**config.mk**
```make
export PLATFORM = sky130hd
export DESIGN_NAME = decode_issue
export DESIGN_NICKNAME = d
export VERILOG_FILES = /design/src/rtl/decode_issue.sv
export SDC_FILE = /design/constraint.sdc
export NUM_CORES = 2
export LEC_CHECK = 0
export BUFFER_PORTS_ARGS = -buffer_cell sky130_fd_sc_hd__clkbuf_2
export CELL_PAD_IN_SITES_DETAIL_PLACEMENT = 0
export CELL_PAD_IN_SITES_GLOBAL_PLACEMENT = 1
export CORE_MARGIN = 2
export CORE_UTILIZATION = 50
export CTS_CLUSTER_SIZE = 28
export DETAILED_ROUTE_END_ITERATION = 12
export MAX_ROUTING_LAYER = met4
export PLACE_DENSITY = 0.79
export SKIP_CTS_REPAIR_TIMING = 1
export SYNTH_ARGS = -nofsm -noshare
export SYNTH_HDL_FRONTEND = slang
export SYNTH_SLANG_ARGS = --single-unit
```
**constraint.sdc**
```tcl
create_clock -name clk -period 3.47 [get_ports clk]
set_input_delay 0.694 -clock clk [delete_from_list [all_inputs] [get_ports clk]]
set_output_delay 0.694 -clock clk [all_outputs]
set_load 0.02 [all_outputs]
```
**src/rtl/decode_issue.sv**
```systemverilog
// Decode/issue stage: 32x64 register file with write-back bypass feeding a one-entry ALU operand register.
// Optional build macro ILLEGAL_TRAP_EN adds a sticky 'illegal' output that halts intake on an unknown opcode.
module decode_issue (
    input  logic        clk,
    input  logic        rst_n,
    input  logic        in_valid,
    output logic        in_ready,
    input  logic [31:0] instr,
    input  logic        wb_en,
    input  logic [4:0]  wb_rd,
    input  logic [63:0] wb_data,
    output logic        out_valid,
    input  logic        out_ready,
    output logic [63:0] a,
    output logic [63:0] b,
    output logic [1:0]  alu_op,
    output logic [1:0]  f3,
    output logic [1:0]  f7,
    output logic [4:0]  rd
`ifdef ILLEGAL_TRAP_EN
    ,
    output logic        illegal
`endif
);

    typedef enum logic [1:0] {
        ALU_ADD   = 2'b00,
        ALU_SUB   = 2'b01,
        ALU_RTYPE = 2'b10
    } alu_op_e;

    localparam logic [6:0] OP_RTYPE  = 7'b0110011;
    localparam logic [6:0] OP_LOAD   = 7'b0000011;
    localparam logic [6:0] OP_STORE  = 7'b0100011;
    localparam logic [6:0] OP_BRANCH = 7'b1100011;

    // ------------------------------------------------------------------
    // Register file
    // ------------------------------------------------------------------
    logic [63:0] regs_q [32];
    logic [63:0] regs_d [32];

    // NOTE: every always_comb output gets a default first so no path leaves it unassigned (no latches).
    always_comb begin
        regs_d = regs_q;
        if (wb_en && (wb_rd != 5'd0)) begin
            regs_d[wb_rd] = wb_data;
        end
    end

    // NOTE: sequential state uses non-blocking assignments so every flop samples pre-edge values.
    // NOTE: the register file is reset explicitly because architectural state must read 0 after reset.
    always_ff @(posedge clk or negedge rst_n) begin
        if (!rst_n) begin
            for (int i = 0; i < 32; i++) begin
                regs_q[i] <= '0;
            end
        end else begin
            regs_q <= regs_d;
        end
    end

    // A write landing this cycle is forwarded so back-to-back dependents see it without a stall.
    function automatic logic [63:0] src_val(
        input logic [4:0]  idx,
        input logic [63:0] rf_val,
        input logic        byp_en,
        input logic [4:0]  byp_idx,
        input logic [63:0] byp_data
    );
        logic [63:0] val;
        val = rf_val;
        if (idx == 5'd0) begin
            val = '0;
        end else if (byp_en && (byp_idx == idx)) begin
            val = byp_data;
        end
        return val;
    endfunction

    // ------------------------------------------------------------------
    // Decode
    // ------------------------------------------------------------------
    logic [6:0]  opcode;
    logic [4:0]  rs1;
    logic [4:0]  rs2;
    logic [63:0] rs1_val;
    logic [63:0] rs2_val;
    logic [63:0] imm_i;
    logic [63:0] imm_s;
    logic        unused_funct3_msb;

    assign opcode  = instr[6:0];
    assign rs1     = instr[19:15];
    assign rs2     = instr[24:20];
    assign imm_i   = {{52{instr[31]}}, instr[31:20]};
    assign imm_s   = {{52{instr[31]}}, instr[31:25], instr[11:7]};
    assign rs1_val = src_val(rs1, regs_q[rs1], wb_en, wb_rd, wb_data);
    assign rs2_val = src_val(rs2, regs_q[rs2], wb_en, wb_rd, wb_data);
    assign unused_funct3_msb = instr[14];

    logic        dec_legal;
    logic [63:0] dec_a;
    logic [63:0] dec_b;
    alu_op_e     dec_op;
    logic [1:0]  dec_f3;
    logic [1:0]  dec_f7;
    logic [4:0]  dec_rd;

    always_comb begin
        dec_legal = 1'b1;
        dec_a     = rs1_val;
        dec_b     = rs2_val;
        dec_op    = ALU_RTYPE;
        dec_f3    = 2'b00;
        dec_f7    = 2'b00;
        dec_rd    = 5'd0;
        case (opcode)
            OP_RTYPE: begin
                dec_op = ALU_RTYPE;
                dec_f3 = instr[13:12];
                dec_f7 = {1'b0, instr[30]};
                dec_rd = instr[11:7];
            end
            OP_LOAD: begin
                dec_op = ALU_ADD;
                dec_b  = imm_i;
                dec_rd = instr[11:7];
            end
            OP_STORE: begin
                dec_op = ALU_ADD;
                dec_b  = imm_s;
            end
            OP_BRANCH: begin
                dec_op = ALU_SUB;
            end
            default: begin
                dec_legal = 1'b0;
            end
        endcase
    end

    // ------------------------------------------------------------------
    // One-entry output register and handshake
    // ------------------------------------------------------------------
    logic        out_valid_q, out_valid_d;
    logic [63:0] a_q, a_d;
    logic [63:0] b_q, b_d;
    alu_op_e     alu_op_q, alu_op_d;
    logic [1:0]  f3_q, f3_d;
    logic [1:0]  f7_q, f7_d;
    logic [4:0]  rd_q, rd_d;
    logic        accept;
    logic        consume;

`ifdef ILLEGAL_TRAP_EN
    logic illegal_q, illegal_d;

    assign in_ready = (!out_valid_q || out_ready) && !illegal_q;
    assign illegal  = illegal_q;
    assign illegal_d = illegal_q || (accept && !dec_legal);

    always_ff @(posedge clk or negedge rst_n) begin
        if (!rst_n) begin
            illegal_q <= 1'b0;
        end else begin
            illegal_q <= illegal_d;
        end
    end
`else
    assign in_ready = !out_valid_q || out_ready;
`endif

    assign accept  = in_valid && in_ready;
    assign consume = out_valid_q && out_ready;

    // An accepted illegal opcode loads nothing and leaves the slot empty.
    always_comb begin
        out_valid_d = out_valid_q;
        a_d         = a_q;
        b_d         = b_q;
        alu_op_d    = alu_op_q;
        f3_d        = f3_q;
        f7_d        = f7_q;
        rd_d        = rd_q;
        if (accept) begin
            out_valid_d = dec_legal;
            if (dec_legal) begin
                a_d      = dec_a;
                b_d      = dec_b;
                alu_op_d = dec_op;
                f3_d     = dec_f3;
                f7_d     = dec_f7;
                rd_d     = dec_rd;
            end
        end else if (consume) begin
            out_valid_d = 1'b0;
        end
    end

    always_ff @(posedge clk or negedge rst_n) begin
        if (!rst_n) begin
            out_valid_q <= 1'b0;
            a_q         <= '0;
            b_q         <= '0;
            alu_op_q    <= ALU_ADD;
            f3_q        <= 2'b00;
            f7_q        <= 2'b00;
            rd_q        <= 5'd0;
        end else begin
            out_valid_q <= out_valid_d;
            a_q         <= a_d;
            b_q         <= b_d;
            alu_op_q    <= alu_op_d;
            f3_q        <= f3_d;
            f7_q        <= f7_d;
            rd_q        <= rd_d;
        end
    end

    assign out_valid = out_valid_q;
    assign a         = a_q;
    assign b         = b_q;
    assign alu_op    = alu_op_q;
    assign f3        = f3_q;
    assign f7        = f7_q;
    assign rd        = rd_q;

endmodule

```
==> impl_summary.md <==
Status
The flow ran to the end, and the final reports show no timing, DRC or antenna violations.

Yosys
The main combinational cell family by area after synthesis is multiplexers. The number of warnings issued by yosys is 0. The post-synthesis cell area is 112100 um^2. Sorting the synthesized cells by area gives the leading types as sky130_fd_sc_hd__dfrtp_1, sky130_fd_sc_hd__mux2_2, sky130_fd_sc_hd__mux4_2.

The post-synth net total is between 7000 and 8000. The flip-flop cell with the highest count after synthesis is sky130_fd_sc_hd__dfrtp_1. The share of the Yosys chip area taken by registers is around 49%. Summing the areas of all fa, ha and maj instances in the mapped netlist gives 0% of the synthesized area.

Summed over all instances, the cell type with the most area after synthesis is sky130_fd_sc_hd__dfrtp_1. The number of library cell types mapped by synthesis is 52. The fraction of synthesis flops using an asynchronous set or reset pin is between 90% and 100%.

Of the total synthesized cell area, the portion taken by XOR and XNOR cells is less than 1%. The number of enable flip-flop cells after synthesis is 0. The multiplexer share of the synthesized area is 40.29%. The simple-gate share of the synthesized area is 1.167%.

The share of the synthesized area in compound gates (AO/OA/AOI/OAI) is 6.094%. The synthesized design contains roughly 2200 register bits. The instance count of the mapped netlist is 7436.

The average cell area after synthesis is 15.08 um^2. The area fraction of the dominant cell type after synthesis is approximately 49%.

Timing
Setup violations remaining at the end of the flow were counted as 0. Dividing the final minimum period by the clock period gives between 70% and 80%. The post-route clock skew is about 0.055 ns. For the pin with the worst max-slew slack, the measured transition is between 1 and 1.5 ns.

The count of final hold-check violations came to 0. Setup repair after global routing left no endpoint under its margin. The fmax is 384.2 MHz. For the final routed database, the setup TNS stands at 0 ns. Hold is met by approximately 0.015 ns. The max-slew headroom at the worst pin is between 10% and 20%. The number of max-slew violations in the final report is 0.

The least setup slack across all paths after layout is roughly 0.87 ns. The final critical-path required period is 2.603 ns.

Power
The peak supply drop is about 0.49 mV. Power comes to approximately 75 mW. The cell leakage power is 55.85 nW. The power density normalized to cell area is approximately 600 nW/um^2.

Global route
The pin count of the biggest net entering global routing is about 100. Global routing consumed, over all layers together, between 30% and 40% of the routing resources. The leftover overflow at the end of global routing is 0. The number of global-route vias before repair was ~77000. The first global-routing pass estimated about 550000 um of wire. The initial antenna violation count was 26.

Route
The count of routing violations after the opening detailed-route iteration is 8937. For this run, the detailed router's first-pass iteration total came to 9. After detailed routing, the number of remaining DRC violations is 0. The detailed-route wire length is roughly 380000 um. For this block, the via count after detailed routing is 75364. The number of nets still failing antenna checks after routing is 0. The routed wirelength normalized by instance count is between 30 and 40 um. The post-detailed-route via-to-cell ratio is about 7.0.

Place
The HPWL after detailed placement is between 200000 and 250000 um. The weighted congestion at the end of routability-driven global placement is roughly 0.85. Port buffering added between 200 and 250 buffers. The worst slack after detailed placement is around 0.11 ns.

Die
The number of placement rows is 173. The effective utilization at floorplan is 50.40%. Measured along the x axis, the die boundary spans around 480 um. The die covers 228100 um^2. The height of the chip is ~480 um.

The core box area is about 220000 um^2. 247 I/O pins were placed.

CTS
Counting the buffers created by CTS gives 230. In this run the deepest clock path goes through 3 buffers. TritonCTS built the clock tree.

The clock-pin slew on the worst setup and hold paths is 0.06 ns. The cell at the root of the clock tree is sky130_fd_sc_hd__clkbuf_16. The total clock sinks is between 2000 and 2500. The later-pin clock latency in the skew report is ~0.9 ns. In this run the number of H-tree levels came out at 4.

Critical path
The worst setup path is of the in -> reg kind. The worst setup path is captured at a flip-flop. Data on the critical path arrives at its endpoint at 3.34 ns. The kind of start point of the critical path is an input port.

The setup check on the worst reg-to-reg path leaves a slack of 1.11 ns. Counting both buffers and inverters, the worst setup path holds a total of 4. The family with the most delay on the worst path is compound AO/OA/AOI/OAI gates.

Walking the worst path, the cells encountered are clkbuf_2 -> nor2b_1 -> o2111ai_1 -> nand2b_4 -> nor3b_2 -> buf_12 -> buf_12 -> a222oi_1 -> inv_1. Of all nets on the critical path, the largest fanout is 14. The slowest stage of the critical path belongs to the cell sky130_fd_sc_hd__o2111ai_1. The delay contributed by the slowest stage of the critical path is roughly 0.76 ns. At the worst endpoint, the required time is 4.21 ns. The cell occurring most often along the worst timing path is sky130_fd_sc_hd__buf_12.

Final layout
The post-route netlist has 52.30% of its cells at a drive strength greater than 1. Fill cells in the final layout number around 17000. The final design utilization is between 50% and 60%. From synthesis to final layout, the design area changed by 13.84%.

In the final design database the tool counted between 7000 and 8000 nets.

Min path
The kind of path behind the tightest hold check is in -> reg.

Run
The tool flagged a number of max-cap violations equal to 0.
==> registers in the layout, indices dropped and copies added (netlist names) <==
name,count
f3,2
regs_q,2048
f7,1
b,64
a,64
alu_op,2
out_valid,1
rd,5
==> synthesized netlist by cell type (42+ instances only) <==
library cell,count
sky130_fd_sc_hd__a211oi_1,109
sky130_fd_sc_hd__a21oi_1,64
sky130_fd_sc_hd__a221oi_1,112
sky130_fd_sc_hd__a222oi_1,49
sky130_fd_sc_hd__a22o_1,152
sky130_fd_sc_hd__a22oi_1,88
sky130_fd_sc_hd__a31oi_1,52
sky130_fd_sc_hd__buf_2,193
sky130_fd_sc_hd__clkbuf_1,625
sky130_fd_sc_hd__dfrtp_1,2187
sky130_fd_sc_hd__inv_1,54
sky130_fd_sc_hd__mux2_2,1972
sky130_fd_sc_hd__mux2i_1,277
sky130_fd_sc_hd__mux4_2,897
sky130_fd_sc_hd__nand2_1,101
sky130_fd_sc_hd__nor2_1,42
sky130_fd_sc_hd__o221ai_1,115
sky130_fd_sc_hd__o22ai_1,101
==> cell usage in the layout (no fill, tap or decap), drive strengths merged, types with 27 or more instances in the layout <==
cell type	instances
mux4	897
clkinv	65
nor2	46
inv	62
diode	27
mux2	1972
mux2i	277
a222oi	49
a221oi	112
dfrtp	2187
a21oi	64
buf	475
a22o	152
nand3	30
clkbuf	573
a211oi	109
nand2	101
o221ai	115
a22oi	88
a31oi	52
o21ai	32
o22ai	101
==> logic make-up (layout without fill, tap and decap cells) <==
logic type / Yosys count / in the layout
muxes: 3146 / 3146
DFF: 2187 / 2187
buffers and inverters: 938 / 1205
AOI/OAI and AO/OA: 887 / 887
and+or+nand+nor: 267 / 267
xor gates and xnor gates: 10 / 10
other: 1 / 28
==> final cells by class <==
cell class / instances / area [um^2] / share of cell area (%)
flip-flops and latches: 2187 / 54730 / 42.87
multi-input cells: 4311 / 53810 / 42.15
repair buffers: 715 / 7096 / 5.558
clock buffers: 336 / 6734 / 5.275
well taps: 2975 / 3722 / 2.916
clock inverters: 100 / 1309 / 1.025
inverters: 54 / 202.7 / 0.1588
diodes: 27 / 67.56 / 0.05292
==> worst paths after layout <==
path | startpoint | endpoint | depth (start not counted)
max | instr[5] | a[16]$_DFFE_PN0P_ | 9
min | instr[7] | rd[0]$_DFFE_PN0P_ | 2
max reg2reg | out_valid$_DFFE_PN0P_ | b[63]$_DFFE_PN0P_ | 5
min reg2reg | regs_q[2011]$_DFFE_PN0P_ | regs_q[2011]$_DFFE_PN0P_ | 0
max in group asynchronous | rst_n | regs_q[1697]$_DFFE_PN0P_ | 3
min in group asynchronous | rst_n | f3[0]$_DFFE_PN0P_ | 2
==> per-layer routing <==
layer  part of all wire [%]  track usage, %  routed length [um]  vias to the layer above
li1                       -               -                   -                    29334
met1                     38           43.96              146000                    40703
met2                     47           51.45              177300                     4274
met3                    9.8           8.141               37280                     1053
met4                    5.0           14.90               18980                        0
met5                      0               -                   0                        -
==> worst reg2reg max path, cell delays in order, from the launching register on <==
cell and delay (ns):
sky130_fd_sc_hd__dfrtp_1 0.39, sky130_fd_sc_hd__nand2b_1 0.37, sky130_fd_sc_hd__nor2b_4 0.41, sky130_fd_sc_hd__buf_4 0.62
sky130_fd_sc_hd__o221ai_1 0.29, sky130_fd_sc_hd__a31oi_1 0.22
==> power breakdown <==
group	switching [mW]	internal [mW]	total (mW)
logic	5.96	8.59	14.6
clock network	11.0	15.1	26.1
registers	3.84	30.4	34.2
==> metrics by stage <==
step	std cells	cell area, um^2
2_1_floorplan	7436	112100
3_5_place_dp	10239	119500
6_report	10705	127700
5_1_grt	10701	127700
3_3_place_gp	10239	119500
4_1_cts	10675	127600
No activity file was read; power rests on OpenSTA's default activity.
